**src/rtl/split_bus_arbiter.sv**
```systemverilog
// Central bus arbiter: two initiators plus a split-capable target, with
// split parking of the owning initiator and a watchdog that aborts stale splits.
module split_bus_arbiter #(
  parameter int unsigned SPLIT_TIMEOUT = 1024
) (
  input  logic       clk,
  input  logic       rst,
  input  logic       m1_req,
  input  logic       m2_req,
  input  logic       bus_split_ack,
  input  logic       split_req,
  output logic       m1_grant,
  output logic       m2_grant,
  output logic       split_grant,
  output logic [1:0] bus_owner,
  output logic       m1_split,
  output logic       m2_split,
  output logic       split_abort
);

  localparam int unsigned CW = $clog2(SPLIT_TIMEOUT + 1);

  // Encoding doubles as the bus_owner code.
  typedef enum logic [1:0] {
    IDLE      = 2'd0,
    GNT_M1    = 2'd1,
    GNT_M2    = 2'd2,
    GNT_SPLIT = 2'd3
  } state_t;

  state_t        state, state_nxt;
  logic          pend, pend_nxt;
  logic          owner2, owner2_nxt;
  logic [CW-1:0] cnt, cnt_nxt;
  logic          abort_nxt;
  logic          m1_parked, m2_parked;

  assign m1_parked = pend && !owner2;
  assign m2_parked = pend && owner2;

  always_comb begin
    state_nxt  = state;
    pend_nxt   = pend;
    owner2_nxt = owner2;
    cnt_nxt    = cnt;
    abort_nxt  = 1'b0;

    case (state)
      IDLE: begin
        if (pend && split_req)          state_nxt = GNT_SPLIT;
        else if (m1_req && !m1_parked)  state_nxt = GNT_M1;
        else if (m2_req && !m2_parked)  state_nxt = GNT_M2;
      end
      GNT_M1: begin
        if (bus_split_ack && !pend) begin
          state_nxt  = IDLE;
          pend_nxt   = 1'b1;
          owner2_nxt = 1'b0;
          cnt_nxt    = '0;
        end else if (!m1_req) begin
          state_nxt = IDLE;
        end
      end
      GNT_M2: begin
        if (bus_split_ack && !pend) begin
          state_nxt  = IDLE;
          pend_nxt   = 1'b1;
          owner2_nxt = 1'b1;
          cnt_nxt    = '0;
        end else if (!m2_req) begin
          state_nxt = IDLE;
        end
      end
      GNT_SPLIT: begin
        if (!split_req) begin
          state_nxt = IDLE;
          pend_nxt  = 1'b0;
          cnt_nxt   = '0;
        end
      end
      default: state_nxt = IDLE;
    endcase

    // Watchdog: frozen while the target holds the bus, and a reclaim on the
    // same cycle takes precedence over the abort.
    if (pend && state != GNT_SPLIT && state_nxt != GNT_SPLIT) begin
      if (cnt == CW'(SPLIT_TIMEOUT - 1)) begin
        pend_nxt  = 1'b0;
        cnt_nxt   = '0;
        abort_nxt = 1'b1;
      end else begin
        cnt_nxt = cnt + 1'b1;
      end
    end
  end

  always_ff @(posedge clk) begin
    if (rst) begin
      state       <= IDLE;
      pend        <= 1'b0;
      owner2      <= 1'b0;
      cnt         <= '0;
      m1_grant    <= 1'b0;
      m2_grant    <= 1'b0;
      split_grant <= 1'b0;
      bus_owner   <= 2'd0;
      m1_split    <= 1'b0;
      m2_split    <= 1'b0;
      split_abort <= 1'b0;
    end else begin
      state       <= state_nxt;
      pend        <= pend_nxt;
      owner2      <= owner2_nxt;
      cnt         <= cnt_nxt;
      m1_grant    <= (state_nxt == GNT_M1);
      m2_grant    <= (state_nxt == GNT_M2);
      split_grant <= (state_nxt == GNT_SPLIT);
      bus_owner   <= state_nxt;
      m1_split    <= pend_nxt && !owner2_nxt;
      m2_split    <= pend_nxt && owner2_nxt;
      split_abort <= abort_nxt;
    end
  end

endmodule

```
**config.mk**
```make
export PLATFORM = sky130hd
export DESIGN_NAME = split_bus_arbiter
export DESIGN_NICKNAME = d
export VERILOG_FILES = /design/src/rtl/split_bus_arbiter.sv
export SDC_FILE = /design/constraint.sdc
export NUM_CORES = 1
export LEC_CHECK = 0
export BUFFER_PORTS_ARGS = -buffer_cell sky130_fd_sc_hd__buf_2
export CAP_MARGIN = 40
export CORE_MARGIN = 4
export CORE_UTILIZATION = 60
export CTS_CLUSTER_DIAMETER = 60
export CTS_CLUSTER_SIZE = 16
export DETAILED_ROUTE_END_ITERATION = 10
export GPL_ROUTABILITY_DRIVEN = 0
export GPL_TIMING_DRIVEN = 0
export PLACE_DENSITY_LB_ADDON = 0.08
export SETUP_SLACK_MARGIN = 0.02
export SYNTH_ARGS = -nofsm -noshare
export SYNTH_HDL_FRONTEND = slang
export SYNTH_SLANG_ARGS = --single-unit
```
**constraint.sdc**
```tcl
create_clock -name clk -period 4.55 [get_ports clk]
set_input_delay 0.455 -clock clk [delete_from_list [all_inputs] [get_ports clk]]
set_output_delay 0.455 -clock clk [all_outputs]
set_load 0.03 [all_outputs]
```
# After elaboration in Yosys (flattened, before gate mapping)
# Index checks and enable logic that the tools add are counted.
# word_totals
reg_bits	21
# op_classes
n_addsub	1
eq_ne	11
mux	23
bitwise_logic	1
n_reduce_logical	20
# op_table
operator	count
$mux W11	4
$pmux W11 S2	1
$mux W2	8
$add A11 B1 Y11 const B	1
$eq A11 B10 Y1 const B	1
$logic_and A1 B1 Y1	10
$eq A2 B2 Y1 const B	4
$pmux W2 S4	1
$mux W1	7
$logic_not A1 Y1	5
$eq A2 B1 Y1 const B	2
$ne A2 B2 Y1 const B	2
$pmux W1 S2	2
$reduce_or A2 Y1	2
$ne A3 B1 Y1 const B	1
$ne A3 B3 Y1 const B	1
$reduce_and A3 Y1	1
$reduce_bool A3 Y1	1
$logic_not A2 Y1	1
$not A1 Y1	1

# Logic depth before layout (Yosys ltp)
# Gate-level depths: netlist (run 1).
# logic_depth
word_depth	11
mapped_depth	7

# Worst setup path after synthesis (run 1)
# OpenSTA, ideal clock, no wires.
# synth_path
path_type	register to register
startpoint	register state[0]
endpoint	register cnt[8]
arrival_ns	2.156
setup_slack_ns	2.299
path_stages_with_launch	8
period_less_slack_ns	2.251
cell_sequence	dfxtp_1 inv_1 ha_1 a22o_1 and3_4 a2111o_1 a2111o_1 o311ai_1
# synth_via
elab_chain_cells	8
# synth_rtl
item	line	rtl
from (decl)	31	state_t state, state_nxt;
from (signal assigned)	111	state <= state_nxt;
$mux W2	52	else if (m2_req && !m2_parked) state_nxt = GNT_M2;
$mux W2	51	else if (m1_req && !m1_parked) state_nxt = GNT_M1;
$mux W2	50	if (pend && split_req) state_nxt = GNT_SPLIT;
$pmux W2 S4	48	case (state)
$ne A2 B2 Y1	86	if (pend && state != GNT_SPLIT && state_nxt != GNT_SPLIT) begin
$logic_and A1 B1 Y1	86	
$ne A3 B3 Y1 (no line) (tied with other cells)	--	
$reduce_and A3 Y1 (no line)	--	
to (signal assigned)	114	cnt <= cnt_nxt;
to (decl)	34	logic [CW-1:0] cnt, cnt_nxt;
# Parallel ways exist; a longest one is shown, timed or not.
# A chain may end at the register's enable or synchronous reset.

# Worst setup path in the final report (run 1)
# Ends and elaborated chain as after synthesis.

==> flow_summary_export.csv, run 1 <==
group,metric,value,unit
clock_network,ctsResizeCount,0,
setup_path,path_common_cell,"a2111o_1",
sta,hold_violations,0,
route,drtIter0Drc,32,
clock_network,cts_hold_buf,0,
clock_network,cts_max_path_buffers,2,
logic_synthesis,ys_ff_latch,21,
finish,final_common_cell,"dfxtp_1",
placed_design,portBuffers,12,
finish,drive_gt1_share,16.3,%
status,outcome,"finished clean",
route,vias,1124,
sta,max_freq,0.443,GHz
finish,final_nets,165,
setup_path,setup.worst_path.end_class,"register",
sta,setup_viol,0,
pwr,combPwrFrac,17.7,%
sta,post-route-min-period,2.26,ns
sta,slew_violations,0,
logic_synthesis,yosysSeqAreaShare,35.3,%
route,ant_nets,0,
placed_design,hpwl,1.96,mm
pwr,clkPwrFrac,25.9,%
hold_path,min_path_type,"register to register",
route,wire_per_inst,14.8,µm
clock_network,clk_latency,0.31,ns
setup_path,worstPathCellList,"inv_1, ha_1, a22o_1, and3_4, a2111o_1, a2111o_1, o311ai_1",
global_route,grt_pass1_vias,1019,
finish,diodes,0,
floorplan,num_rows,15,
floorplan,io_pins,14,
logic_synthesis,synth_edf_count,0,
logic_synthesis,netlist_area,1190,µm²
global_route,grt_max_degree,13,
logic_synthesis,ys_warn_count,0,
pwr,peakVddDrop,0.174,mV
route,firstDrtPassIters,6,
pwr,power.switching,99.9,µW
floorplan,start_util,66.2,%
pwr,p_leak,0.513,nW
global_route,overflow,0,
clock_network,clock-sinks,21,
setup_path,cp_slowest_cell,"a2111o_1",
floorplan,die_w,52.6,µm
logic_synthesis,ys_async_sr_fraction,0,%
finish,final_area,1310,µm²
logic_synthesis,ys_types,47,
finish,syn2layout_area_growth,9.97,%
setup_path,arrival,2.48,ns
job,cap_violations,0,
sta,slew_headroom,70.1,%
floorplan,core-area,1800,µm²
floorplan,die_h,52.6,µm
global_route,antenna_found_initial,0,
setup_path,crit_fanout,7,
clock_network,root_buffer,"clkbuf_4",
finish,final_cell_mix,"dfxtp_1, inv_1, buf_2",
logic_synthesis,syn-num-nets,148,
sta,max_slew.worst_pin.slew,0.448,ns
logic_synthesis,avgSynthCellArea,8.70,µm²
floorplan,die_area,2760,µm²
clock_network,htree_levels,1,
setup_path,crit_path_start_kind,"register",
pwr,internal-power,242,µW
route,routed_wl,2.64,mm
pwr,netSwitchingFraction,29.2,%
pwr,p_seq_share,56.4,%
sta,fin_setup_tns,0,ns
clock_network,post_cts_buffers,0,
sta,skew,0.00177,ns
global_route,grt_pass1_wl,4.33,mm
sta,layout_setup_ws,2.29,ns
sta,rsz0062_at_grt,"false",
pwr,power.density,261,nW/µm²
global_route,grtUsageTotal,21.2,%
setup_path,worstSetupPathType,"register to register",
setup_path,required,4.77,ns
pwr,p_total,342,µW
sta,period_share,49.7,%
route,vias_per_cell,6.31,
route,drc,0,
placed_design,place_area,1280,µm²
setup_path,slowest_delay,0.48,ns
clock_network,cts_inserted_buffers,3,
logic_synthesis,ys.flop_type,"dfxtp_1",
clock_network,cts.clk_slew.worst_paths,0.11,ns
logic_synthesis,syn_inst,137,
placed_design,pre_cts_ws,2.33,ns
clock_network,cts_tree,"built",
-- path summary, 6_finish.rpt --
check / from / depth (start not counted) / slack, ns / end
worst max-delay path: state[0] / 7 / 2.29 / cnt[8]
worst min-delay path: cnt[1] / 2 / 0.52 / cnt[1]
worst max register to register: state[0] / 7 / 2.29 / cnt[8]
worst min register to register: cnt[1] / 2 / 0.52 / cnt[1]
-- per-stage QoR --
step / utilization, % / std cells / hold WS, ns
after floorplan: - / 137 / 0.478
after global placement: 71.3 / 174 / 0.493
after detailed placement: 71.3 / 174 / 0.509
after CTS: 72.8 / 178 / 0.521
after global routing: 72.8 / 178 / 0.559
final: 72.8 / 178 / 0.523
-- synth_stat cells, types with 2 or more instances --
master      n  area share [%]
a22o_1      2             1.5
xnor2_1     3             2.2
o2111ai_1   2             1.5
o221ai_1    2             1.5
nand2_1    11             3.5
and4b_1     2             1.7
o21ai_1     2            0.84
nor2_1      8             2.5
and3_1      2             1.0
nand4_1     2             1.0
o22ai_1     5             2.6
o311a_1     2             1.7
a21oi_1     7             2.9
a2111o_1    2             1.9
inv_1      16             5.0
o211ai_2    2             2.1
or3_1       2             1.0
a41oi_1     2             1.5
dfxtp_1    21              35
nor2b_1     5             2.6
ha_1        5             5.2
nand2b_1    2             1.0
o211ai_1    2             1.3
nand3_1     5             2.1
-- layer usage --
layer	GRT usage, %	vias to the layer above	routed length [µm]	part of all wire, %
met5	0	-	0	0
met4	11.1	0	56	2.1
met3	3.42	7	119	4.5
met2	34.3	38	1250	48
met1	26.8	535	1200	46
li1	-	544	-	-
-- cell type report --
class,count,area [µm²]
Fill cell,146,490
Inverter,16,60.1
Timing Repair Buffer,12,60.1
Multi-Input combinational cell,98,697
Clock inverter,1,5.00
Tap cell,25,31.3
Buffer,2,15.0
Sequential cell,21,420
Clock buffer,3,22.5
-- power by group through the flow --
stage	clock network [mW]	logic, mW	registers, mW
3_5_place_dp	0	0.0592	0.197
6_report	0.0887	0.0605	0.193
3_3_place_gp	0	0.0576	0.197
2_1_floorplan	0	0.0376	0.203
5_1_grt	0.0984	0.0653	0.194
4_1_cts	0.0931	0.0596	0.193
-- state kept, by name, indices dropped and copies added, names as in the netlist --
register     count
cnt             11
split_grant      1
m2_split         1
split_abort      1
owner2           1
m1_grant         1
m1_split         1
state            2
pend             1
m2_grant         1
-- worst max-delay path, delay by kind of cell (launching register included) --
kind	cells	cell delay [ns]
AOI/OAI and AO/OA	4	1.22
adders and majority gates	1	0.23
buffers and inverters	1	0.10
DFF	1	0.46
and+or+nand+nor	1	0.16
-- cell families (layout without fill, tap and decap cells) --
group | Yosys count | count (layout) | share of synthesized area [%]
AO/OA/AOI/OAI | 42 | 42 | 27.6
multiplexers | 1 | 1 | 0.839
adder cells (fa/ha/maj) | 5 | 5 | 5.25
buffers and inverters | 18 | 34 | 6.30
AND/OR/NAND/NOR | 47 | 47 | 22.6
flip-flops | 21 | 21 | 35.3
XOR/XNOR | 3 | 3 | 2.20
No activity file was read; power rests on OpenSTA's default activity.
==> run 2, diff against run 1 <==
--- a/config.mk
+++ b/config.mk
@@ -8,7 +8,7 @@
 export BUFFER_PORTS_ARGS = -buffer_cell sky130_fd_sc_hd__buf_2
 export CAP_MARGIN = 40
 export CORE_MARGIN = 4
-export CORE_UTILIZATION = 60
+export CORE_UTILIZATION = 51
 export CTS_CLUSTER_DIAMETER = 60
 export CTS_CLUSTER_SIZE = 16
 export DETAILED_ROUTE_END_ITERATION = 10
==> constraint.sdc (replaced) <==
create_clock -name clk -period 2 [get_ports clk]
set_input_delay 0.2 -clock clk [delete_from_list [all_inputs] [get_ports clk]]
set_output_delay 0.2 -clock clk [all_outputs]
set_load 0.03 [all_outputs]
==> run 2 against run 1 <==
- sequential power is 130% higher
- combinational power grew to 3.4 times the previous value
- sequential cell count stayed put
- utilization is 2.8 points lower
- critical path type unchanged
- critical endpoint unchanged
==> flow_summary_export.csv, run 2 (synthesis gave the netlist of run 1 again) <==
group,metric,value,unit
sta,fin_setup_tns,0,ns
sta,setup_viol,0,
setup_path,slowest_delay,0.41,ns
setup_path,worstReg2RegStart,"state[0]",
route,drtIter0Drc,35,
sta,slew_headroom,69.2,%
floorplan,start_util,53.9,%
global_route,overflow,0,
setup_path,reg2regPathDepth,7,
clock_network,cts_inserted_buffers,3,
floorplan,die_h,56.4,µm
global_route,antenna_found_initial,0,
placed_design,portBuffers,12,
hold_path,hp-start,"rst",
placed_design,dp.cells,177,
setup_path,setup.worst_path.end_class,"register",
finish,final_cell_mix,"dfxtp_1, inv_1, buf_4",
placed_design,place_area,1290,µm²
sta,max_slew.worst_pin.slew,0.462,ns
finish,syn2layout_area_growth,29.8,%
finish,final_common_cell,"dfxtp_1",
hold_path,min_path_type,"input port to register",
pwr,peakVddDrop,0.372,mV
global_route,grt_pass1_vias,1051,
finish,final_cells,196,
finish,drive_gt1_share,32.7,%
clock_network,htree_levels,1,
sta,hold_violations,0,
clock_network,cts_hold_buf,0,
setup_path,crit_path_start_kind,"register",
job,cap_violations,0,
floorplan,num_rows,17,
route,drc,0,
global_route,grt_max_degree,13,
floorplan,io_pins,14,
clock_network,cts.clk_slew.worst_paths,0.12,ns
sta,skew,0.00147,ns
clock_network,clock-sinks,21,
route,wire_per_inst,14.9,µm
finish,largest_reg_flops,11,
hold_path,whs_path_depth,2,
global_route,grt_pass1_wl,4.65,mm
setup_path,required,2.23,ns
finish,top_regs,"cnt (11), state (2)",
setup_path,cp_slowest_cell,"a2111o_1",
sta,rsz0062_at_grt,"true",
status,outcome,"finished clean",
floorplan,die_w,56.4,µm
hold_path,holdPathEnd,"owner2",
finish,final_nets,180,
clock_network,clk_latency,0.31,ns
placed_design,hpwl,1.98,mm
sta,slew_violations,0,
sta,period_share,98.2,%
route,firstDrtPassIters,4,
global_route,grtUsageTotal,18.2,%
setup_path,r2r_slack,0.04,ns
floorplan,die_area,3180,µm²
sta,post-route-min-period,1.96,ns
finish,top_register,"cnt",
setup_path,worstSetupPathType,"register to register",
route,routed_wl,2.92,mm
sta,max_freq,0.509,GHz
setup_path,r2r_end,"cnt[8]",
setup_path,worstPathCellList,"inv_4, ha_2, a22o_1, and3_4, a2111o_1, a2111o_1, o311ai_2",
setup_path,path_common_cell,"a2111o_1",
route,vias,1136,
floorplan,core-area,2210,µm²
route,ant_nets,0,
pwr,p_leak,0.591,nW
clock_network,root_buffer,"clkbuf_4",
setup_path,crit_fanout,5,
clock_network,cts_max_path_buffers,2,
route,vias_per_cell,5.80,
finish,final_area,1550,µm²
pwr,power.density,548,nW/µm²
setup_path,arrival,2.19,ns
finish,diodes,0,
clock_network,cts_tree,"built",
[run 2: changes by cell type in the layout (fill, tap and decap cells not counted), sizes merged]
cell	change
buf	+15
[run 2: timing repair]
item / 4_1_cts / 5_1_grt
cloned: 0 / 0
setup buffers: 10 / 5
resized for setup: 9 / 13
endpoints found under the setup margin: 11 / 12
pin swaps: 6 / 6
[run 2: cell type report]
class | count | area [µm²]
multi-input combinational | 98 | 803
fill | 180 | 664
sequential | 21 | 428
timing repair buffer | 27 | 176
inverter | 16 | 62.6
tap | 28 | 35.0
clock buffer | 3 | 22.5
buffer | 2 | 15.0
clock inverter | 1 | 5.00
[run 2: metrics by stage]
step | hold slack (ns) | total power [mW] | util (%) | setup WS [ns]
CTS | 0.271 | 0.824 | 64.5 | -0.0180
floorplan | 0.478 | 0.547 | - | 0.0284
finish | 0.279 | 0.849 | 70.0 | 0.0362
global route | 0.290 | 0.895 | 70.0 | -0.0426
detailed placement | 0.498 | 0.584 | 58.5 | -0.105
global placement | 0.494 | 0.581 | 58.5 | -0.0559
[run 2: how the worst max path moves through the flow]
stage,endpoint,cells after the start,start
2_1_floorplan,cnt[10],7,state[0]
3_3_place_gp,cnt[10],7,state[0]
3_5_place_dp,cnt[10],7,state[0]
4_1_cts,cnt[8],7,state[0]
5_1_grt,cnt[10],7,state[0]
6_report,cnt[8],7,state[0]
[run 2: worst max-delay path, delay by kind of cell (launching register included)]
| kind | cells | cell delay (ns) |
|---|---|---|
| AND/OR/NAND/NOR | 1 | 0.17 |
| AO/OA/AOI/OAI | 4 | 1.10 |
| adder cells (fa/ha/maj) | 1 | 0.17 |
| flip-flops | 1 | 0.40 |
| buffers and inverters | 1 | 0.05 |
[run 2: metal layers]
layer | track usage (%) | wire length, µm
met5 | 0 | 0
met4 | 7.12 | 44
met3 | 3.45 | 103
met2 | 31.4 | 1490
met1 | 22.0 | 1280
[run 2: where the power goes]
part,total (mW),switching [mW],internal (mW)
combinational,0.205,0.120,0.0850
sequential,0.437,0.00815,0.428
clock,0.207,0.132,0.0747
total,0.849,0.260,0.588
